<file path="config.mk">
export PLATFORM = sky130hd
export DESIGN_NAME = ddram_burst_arbiter
export DESIGN_NICKNAME = d
export VERILOG_FILES = /design/src/rtl/ddram_arb_pkg.sv /design/src/rtl/ddram_rr_pick.sv /design/src/rtl/ddram_burst_arbiter.sv
export SDC_FILE = /design/constraint.sdc
export NUM_CORES = 1
export LEC_CHECK = 0
export CAP_MARGIN = 20
export CORE_AREA = 2 2 196 198
export CTS_BUF_LIST = sky130_fd_sc_hd__clkbuf_4 sky130_fd_sc_hd__clkbuf_8
export DETAILED_ROUTE_END_ITERATION = 16
export DIE_AREA = 0 0 198 200
export PLACE_DENSITY_LB_ADDON = 0.1
export SLEW_MARGIN = 20
export SYNTH_ARGS = -nofsm -noshare
export SYNTH_HDL_FRONTEND = slang
export SYNTH_SLANG_ARGS = --single-unit
</file>
<file path="constraint.sdc">
create_clock -name clk -period 3.6 [get_ports clk]
set_input_delay 0.36 -clock clk [delete_from_list [all_inputs] [get_ports clk]]
set_output_delay 0.36 -clock clk [all_outputs]
set_load 0.005 [all_outputs]
</file>
<file path="src/rtl/ddram_arb_pkg.sv">
// rtl/ddram_arb_pkg.sv - shared types and constants for the DDRAM burst arbiter
package ddram_arb_pkg;

  localparam int DDR_BE_W    = 8;
  localparam int NUM_PORTS   = 2;
  localparam int CMD_ADDR_W  = 29;
  localparam int CMD_BURST_W = 8;

  typedef enum logic [1:0] {IDLE, WRITE, RD_CMD, RD_WAIT} arb_state_t;

  typedef struct packed {
    logic [CMD_ADDR_W-1:0]  addr;
    logic [CMD_BURST_W-1:0] burstcnt;
    logic [DDR_BE_W-1:0]    be;
    logic                   we;
  } burst_cmd_t;

  // A zero-length request still moves one beat.
  function automatic logic [CMD_BURST_W-1:0] fix_burstcnt(input logic [CMD_BURST_W-1:0] bc);
    return (bc == '0) ? CMD_BURST_W'(1) : bc;
  endfunction

endpackage

</file>
<file path="src/rtl/ddram_rr_pick.sv">
// rtl/ddram_rr_pick.sv - two-port round-robin select; pointer moves to the other port after a burst
module ddram_rr_pick (
  input  logic       clk,
  input  logic       reset,
  input  logic [1:0] req,
  input  logic       advance,
  input  logic       owner,
  output logic       valid,
  output logic       pick
);

  logic ptr;

  always_comb begin
    valid = |req;
    pick  = (&req) ? ptr : req[1];
  end

  always_ff @(posedge clk or posedge reset) begin
    if (reset)
      ptr <= 1'b0;
    else if (advance)
      ptr <= ~owner;
  end

endmodule

</file>
<file path="src/rtl/ddram_burst_arbiter.sv">
// rtl/ddram_burst_arbiter.sv - two-requester burst arbiter/sequencer for the DDRAM port
// Optional saturating stall counter on busy_cycles: define DDRAM_ARB_BUSYCNT_EN.
module ddram_burst_arbiter
  import ddram_arb_pkg::*;
#(
  parameter int ADDR_W  = CMD_ADDR_W,
  parameter int DATA_W  = 64,
  parameter int BURST_W = CMD_BURST_W
) (
  input  logic                  clk,
  input  logic                  reset,
  input  logic [1:0]            req,
  input  logic [1:0]            we,
  input  logic [2*ADDR_W-1:0]   addr,
  input  logic [2*BURST_W-1:0]  burstcnt,
  input  logic [2*DDR_BE_W-1:0] be,
  input  logic [2*DATA_W-1:0]   wr_data,
  output logic [1:0]            gnt,
  output logic [1:0]            wr_next,
  output logic [DATA_W-1:0]     rd_data,
  output logic [1:0]            rd_valid,
  input  logic                  stop,
  output logic                  stopped,
  input  logic                  ddr_busy,
  output logic [BURST_W-1:0]    ddr_burstcnt,
  output logic [ADDR_W-1:0]     ddr_addr,
  output logic                  ddr_rd,
  output logic                  ddr_we,
  output logic [DATA_W-1:0]     ddr_din,
  output logic [DDR_BE_W-1:0]   ddr_be,
  input  logic [DATA_W-1:0]     ddr_dout,
  input  logic                  ddr_dout_ready,
  output logic [31:0]           busy_cycles
);

  arb_state_t         state;
  logic               owner;
  logic [BURST_W-1:0] beat_cnt;
  logic               pick_valid;
  logic               pick;
  logic               last_beat;
  logic               advance;
  burst_cmd_t         sel_cmd;

  ddram_rr_pick u_pick (
    .clk     (clk),
    .reset   (reset),
    .req     (req),
    .advance (advance),
    .owner   (owner),
    .valid   (pick_valid),
    .pick    (pick)
  );

  always_comb begin
    sel_cmd.addr     = CMD_ADDR_W'(pick ? addr[2*ADDR_W-1:ADDR_W] : addr[ADDR_W-1:0]);
    sel_cmd.burstcnt = fix_burstcnt(CMD_BURST_W'(pick ? burstcnt[2*BURST_W-1:BURST_W]
                                                      : burstcnt[BURST_W-1:0]));
    sel_cmd.be       = pick ? be[2*DDR_BE_W-1:DDR_BE_W] : be[DDR_BE_W-1:0];
    sel_cmd.we       = pick ? we[1] : we[0];

    last_beat = (beat_cnt == ddr_burstcnt - BURST_W'(1));
    advance   = last_beat & (((state == WRITE) & ~ddr_busy) |
                             ((state == RD_WAIT) & ddr_dout_ready));

    wr_next = '0;
    if (state == WRITE && !ddr_busy)
      wr_next[owner] = 1'b1;
    ddr_din = owner ? wr_data[2*DATA_W-1:DATA_W] : wr_data[DATA_W-1:0];
    stopped = stop & (state == IDLE);
  end

  always_ff @(posedge clk or posedge reset) begin
    if (reset) begin
      state        <= IDLE;
      owner        <= 1'b0;
      beat_cnt     <= '0;
      gnt          <= '0;
      rd_valid     <= '0;
      rd_data      <= '0;
      ddr_rd       <= 1'b0;
      ddr_we       <= 1'b0;
      ddr_addr     <= '0;
      ddr_burstcnt <= '0;
      ddr_be       <= '0;
    end else begin
      gnt      <= '0;
      rd_valid <= '0;
      case (state)
        IDLE: begin
          if (!stop && pick_valid) begin
            owner        <= pick;
            ddr_addr     <= ADDR_W'(sel_cmd.addr);
            ddr_burstcnt <= BURST_W'(sel_cmd.burstcnt);
            ddr_be       <= sel_cmd.be;
            beat_cnt     <= '0;
            gnt[pick]    <= 1'b1;
            if (sel_cmd.we) begin
              state  <= WRITE;
              ddr_we <= 1'b1;
            end else begin
              state  <= RD_CMD;
              ddr_rd <= 1'b1;
            end
          end
        end
        WRITE: begin
          if (!ddr_busy) begin
            if (last_beat) begin
              ddr_we   <= 1'b0;
              beat_cnt <= '0;
              state    <= IDLE;
            end else begin
              beat_cnt <= beat_cnt + BURST_W'(1);
            end
          end
        end
        RD_CMD: begin
          if (!ddr_busy) begin
            ddr_rd <= 1'b0;
            state  <= RD_WAIT;
          end
        end
        RD_WAIT: begin
          if (ddr_dout_ready) begin
            rd_data         <= ddr_dout;
            rd_valid[owner] <= 1'b1;
            if (last_beat) begin
              beat_cnt <= '0;
              state    <= IDLE;
            end else begin
              beat_cnt <= beat_cnt + BURST_W'(1);
            end
          end
        end
        default: state <= IDLE;
      endcase
    end
  end

`ifdef DDRAM_ARB_BUSYCNT_EN
  always_ff @(posedge clk or posedge reset) begin
    if (reset)
      busy_cycles <= '0;
    else if ((ddr_we | ddr_rd) & ddr_busy & (busy_cycles != 32'hFFFF_FFFF))
      busy_cycles <= busy_cycles + 32'd1;
  end
`else
  assign busy_cycles = '0;
`endif

endmodule
</file>
Word level (Yosys, flattened, before mapping)
Cells that the tools add are included.
{ "word_totals": {"mem_bits_ro": 0, "ram_bits": 0, "n_memories": 0, "latch_bits": 0, "word_cells": 92, "reg_bits": 127} }
{ "classes": {"bitwise_logic": 7, "div": 0, "n_reduce_logical": 19, "magnitude_cmp": 4, "n_mul": 0, "n_shift": 0, "mux": 37, "add_sub_neg": 2, "n_eq_ne": 11} }
{ "op_table": {"columns": ["operator", "n"], "rows": [
  ["$mux 64", 1],
  ["$mux 8", 7],
  ["$mux 29", 1],
  ["$pmux 8 s3", 1],
  ["$mux 2", 11],
  ["$ne 2x2->1 const B", 6],
  ["$reduce_and 4->1", 3],
  ["$mux 1", 11],
  ["$add 8x1->8 const B", 1],
  ["$eq 8x8->1", 1],
  ["$logic_not 8->1", 1],
  ["$pmux 2 s4", 1],
  ["$sub 8x1->8 const B", 1],
  ["$reduce_and 2->1", 3],
  ["$reduce_and 5->1", 1],
  ["$and 1x1->1", 4],
  ["$eq 2x2->1 const B", 2],
  ["$logic_and 1x1->1", 4],
  ["$lt 1x2->1 const B", 2],
  ["$pmux 1 s2", 2],
  ["$reduce_bool 2->1", 2],
  ["$reduce_bool 3->1", 1],
  ["$demux 1 s1", 2],
  ["$eq 2x1->1 const B", 1],
  ["7 further kinds", 10]
]} }

Depth between registers and ports, before layout
{ "logic_depth": {"ltp_word": 8, "mapped_depth": 8, "mapped_depth_nobuf": 8} }

Modules after synthesis
A second synthesis with hierarchy kept.
{ "unflattened": {"cells_unflattened": 574, "area_unflattened_um2": 6646.4} }
{ "by_module_without_submodules": {"columns": ["module", "cells_each", "instances", "seq_area_each_um2", "area_per_inst_um2"], "rows": [
  ["ddram_burst_arbiter", 567, 1, 3153.0, 6591.3],
  ["ddram_rr_pick", 7, 1, 25.0, 55.1]
]} }

Worst setup path before layout
Ideal clock, no wire load.
{ "synth_timing": {"path_type": "reg2reg", "start": "register ddr_burstcnt[0]", "end": "register u_pick.ptr", "stages_incl_launch_ff": 9, "slack_ps": 1349, "arrival_time_ps": 2170, "t_required_ps": 3519, "setup_time_ps": 81, "period_less_slack_ps": 2251, "path_cell_list": "dfrtp_1 > inv_1 > ha_1 > or3b_1 > nor3_1 > xnor2_1 > a2111oi_2 > nor3b_2 > mux2i_1"} }
{ "synth_between": {"elab_chain_cells": 3} }
{ "synth_lines": {"columns": ["element", "line_no", "source"], "rows": [
  ["from (decl)", "ddram_burst_arbiter.sv:25", "output logic [BURST_W-1:0] ddr_burstcnt,"],
  ["from (signal assigned)", "ddram_burst_arbiter.sv:94", "ddr_burstcnt <= BURST_W'(sel_cmd.burstcnt);"],
  ["$sub 8x1->8", "ddram_burst_arbiter.sv:62", "last_beat = (beat_cnt == ddr_burstcnt - BURST_W'(1));"],
  ["$eq 8x8->1", "ddram_burst_arbiter.sv:62", null],
  ["$and 1x1->1", "ddram_burst_arbiter.sv:63", "advance = last_beat & (((state == WRITE) & ~ddr_busy) |"],
  ["to (signal assigned)", "ddram_rr_pick.sv:23", "ptr <= ~owner;"],
  ["to (decl)", "ddram_rr_pick.sv:12", "logic ptr;"]
]} }
No other way between the ends.
A chain may end at the register's enable or synchronous reset.

Final worst setup path
{ "layout_timing": {"start": "register owner", "end": "output port ddr_din[60]"} }
{ "layout_between": {"elab_chain_cells": 1} }
{ "layout_lines": {"columns": ["element", "line_no", "source"], "rows": [
  ["from (decl)", "ddram_burst_arbiter.sv:37", "logic owner;"],
  ["from (signal assigned)", "ddram_burst_arbiter.sv:92", "owner <= pick;"],
  ["$mux 64", "ddram_burst_arbiter.sv:69", "ddr_din = owner ? wr_data[2*DATA_W-1:DATA_W] : wr_data[DATA_W-1:0];"],
  ["to (decl)", "ddram_burst_arbiter.sv:29", "output logic [DATA_W-1:0] ddr_din,"]
]} }
No other way between the ends.

==> impl_metrics.yaml <==
timing:
  fin_setup_tns_ps: 0
  tightest_slew_ps: 749
  max_freq_mhz: 349
  grt_setup_unrepaired: "false"
  slew_viol_final: 0
  final.period_utilization_pct: 79.6
  fin_crit_ps: 2860
  setup_violations: 0
  fin_skew_ps: 11.8
  max_slew_margin_pct: 50.1
  hold_viol: 0
  worst_slack_ps: 735
synth:
  synthesis.instances: 756
  synth.top_cell.area_share_pct: 48.6
  ys_ff_latch: 127
  yosys_warnings: 0
  synth-edff-count: 0
  async_reset_ff_share_pct: 100
  synth_flop_cell: "dfrtp_1"
  yosysSeqAreaShare_pct: 48.6
  synth_area_per_cell_um2: 8.65
  synth_top_area_cell: "dfrtp_1"
  synthTopCellsByArea: "dfrtp_1, nand2_1, mux2_2"
  synth.most_common_cell: "nand2_1"
  synth_common_cells: "nand2_1, dfrtp_1, mux2_2"
  syn_area_um2: 6540
  ys_types: 39
die:
  die_height_um: 200
  die_area_um2: 39600
  io_pins: 505
  die_w_um: 198
  start_util_pct: 17.5
  core.rowCount: 71
  core_area_um2: 37400
detailed_routing:
  ant_nets: 0
  firstDrtPassIters: 4
  routed_via_density: 3.91
  vias: 6791
  drt_iter0_markers: 229
  drt-total-wl_um: 30900
  post-route-drc-count: 0
  routedWlPerCell_um: 17.8
critical_path:
  rrSetupSlack_ps: 1080
  worstReg2RegEnd: "beat_cnt[7]$_DFFE_PP0P_"
  critPathRequiredTime_ps: 3240
  critPathKind: "reg -> out"
  worstSetupStartpointType: "flop"
  endpoint_kind: "primary output"
  worstRegToRegCells: 8
  cp_data_arrival_time_ps: 2500
  worstReg2RegStart: "ddr_burstcnt[0]$_DFFE_PP0P_"
  path_max_fanout: 40
pwr:
  leakage_nw: 5.18
  intPower_mw: 4.86
  pwr_density_cell_nw_per_um2: 600
  combPwrFrac_pct: 47.2
  clockPowerShare_pct: 19.4
  p_sw_mw: 2.47
  power_frac_seq_pct: 33.4
  switching_share_pct: 33.7
  vdd_ir_drop_max_uv: 198
  finalPower_mw: 7.32
clock_tree:
  insertion_delay_ps: 450
  cts_setup_buffers: 0
  cts_made_buffers: 17
  cts_tree: "yes"
  post_cts_resized: 0
  clk_pin_slew_ps: 90
  hold_buffers: 0
  cts.sinks: 127
  cts_root_buf: "clkbuf_8"
  cts.path.max_buffers: 2
  cts_max_level: 4
global_route:
  grt_pass1_vias: 6829
  grt_max_degree: 89
  gr-total-overflow: 0
  grt_pass1_wl_um: 43300
  antenna_found_initial: 6
  top_usage_layer: "met2"
  met1_usage_pct: 14.9
  grt_use_met2_pct: 28.9
  grtUsageTotal_pct: 15.0
  use_met3_pct: 4.57
hold_path:
  hold_class: "in -> async"
outcome:
  status: "finished clean"
final_layout:
  final_core_util_pct: 32.7
  nFillCells: 3946
  layout-drive-gt1-share_pct: 9.50
  area_growth_pct: 86.8
  regArea_um2: 3180
  nNetsFinal: 1502
  multiInputGateArea_um2: 3070
placement:
  place_ws_ps: 1080
  place_congestion: 0.810
  place.detailed.hpwl_um: 24300
  portBuffers: 472
run:
  drv_cap: 0
[kinds of logic after synthesis]
kind of cell    after synthesis  synth area share, %
compound gates               81                 7.90
xor+xnor                     14                 1.87
other cells                   1               0.0573
flops                       127                 48.6
buf+inv                      85                 6.72
fa+ha+maj                     2                0.383
simple gates                379                 23.0
mux                          67                 11.5
[layout by cell type, fill, tap and decap left out, drive strengths merged, types with 8 or more instances in the layout]
cell type and instances:
a31oi 46, buf 8, nor2 60, mux2 65, a21oi 12, clkbuf 18
nand2 290, clkdlybuf4s50 472, o21ai 11, conb 32, dfrtp 127
[power by group through the flow]
stage | Clock (mW) | Sequential, mW | Combinational, mW
floorplan | 0 | 2.40 | 1.45
global placement | 0 | 2.47 | 3.55
detailed placement | 0 | 2.48 | 3.53
CTS | 1.49 | 2.46 | 3.54
global route | 1.55 | 2.54 | 3.82
finish | 1.42 | 2.45 | 3.46
[worst max-delay path: stages (launching register included)]
cell	delay, ps
dfrtp_2	860
buf_12	320
mux2_2	380
clkdlybuf4s50_1	470
[worst max-delay path by stage]
stage	to	slack (ps)	from
floorplan	u_pick.ptr$_DFFE_PP0P_	1350	ddr_burstcnt[0]$_DFFE_PP0P_
global placement	beat_cnt[2]$_DFFE_PP0P_	1070	ddr_burstcnt[0]$_DFFE_PP0P_
detailed placement	beat_cnt[7]$_DFFE_PP0P_	1080	ddr_burstcnt[0]$_DFFE_PP0P_
CTS	ddr_din[60]	680	owner$_DFFE_PP0P_
global route	ddr_din[7]	620	owner$_DFFE_PP0P_
finish	ddr_din[60]	740	owner$_DFFE_PP0P_
[registers in the layout, summed over array words and instances (netlist names)]
name and cells:
beat_cnt 8, ddr_we 1, ddr_addr 29, ddr_burstcnt 8
u_pick.ptr 1, state 2, gnt 2, ddr_rd 1
rd_valid 2, owner 1, ddr_be 8, rd_data 64
[metal layers]
layer / routed length, µm / share of wire [%]
met5: 0 / 0
met4: 623 / 2.0
met3: 2200 / 7.1
met2: 17200 / 56
met1: 10800 / 35
[area by class of cell]
type,count,area share (%)
diodes,6,0.123
clock buffers,18,2.03
clock inverters,13,1.56
inverters,8,0.277
multi-input cells,575,25.2
flip-flops and latches,127,26.0
well taps,511,5.23
repair buffers,480,39.6
[through the flow]
step | area (µm²) | cells | hold WS (ps)
6_report | 12200 | 1738 | 263
5_1_grt | 12200 | 1738 | 255
4_1_cts | 12200 | 1732 | 221
3_5_place_dp | 11800 | 1701 | 461
3_3_place_gp | 11800 | 1701 | 457
2_1_floorplan | 6660 | 787 | 464
Note: power is estimated with default switching activity, not from simulation.
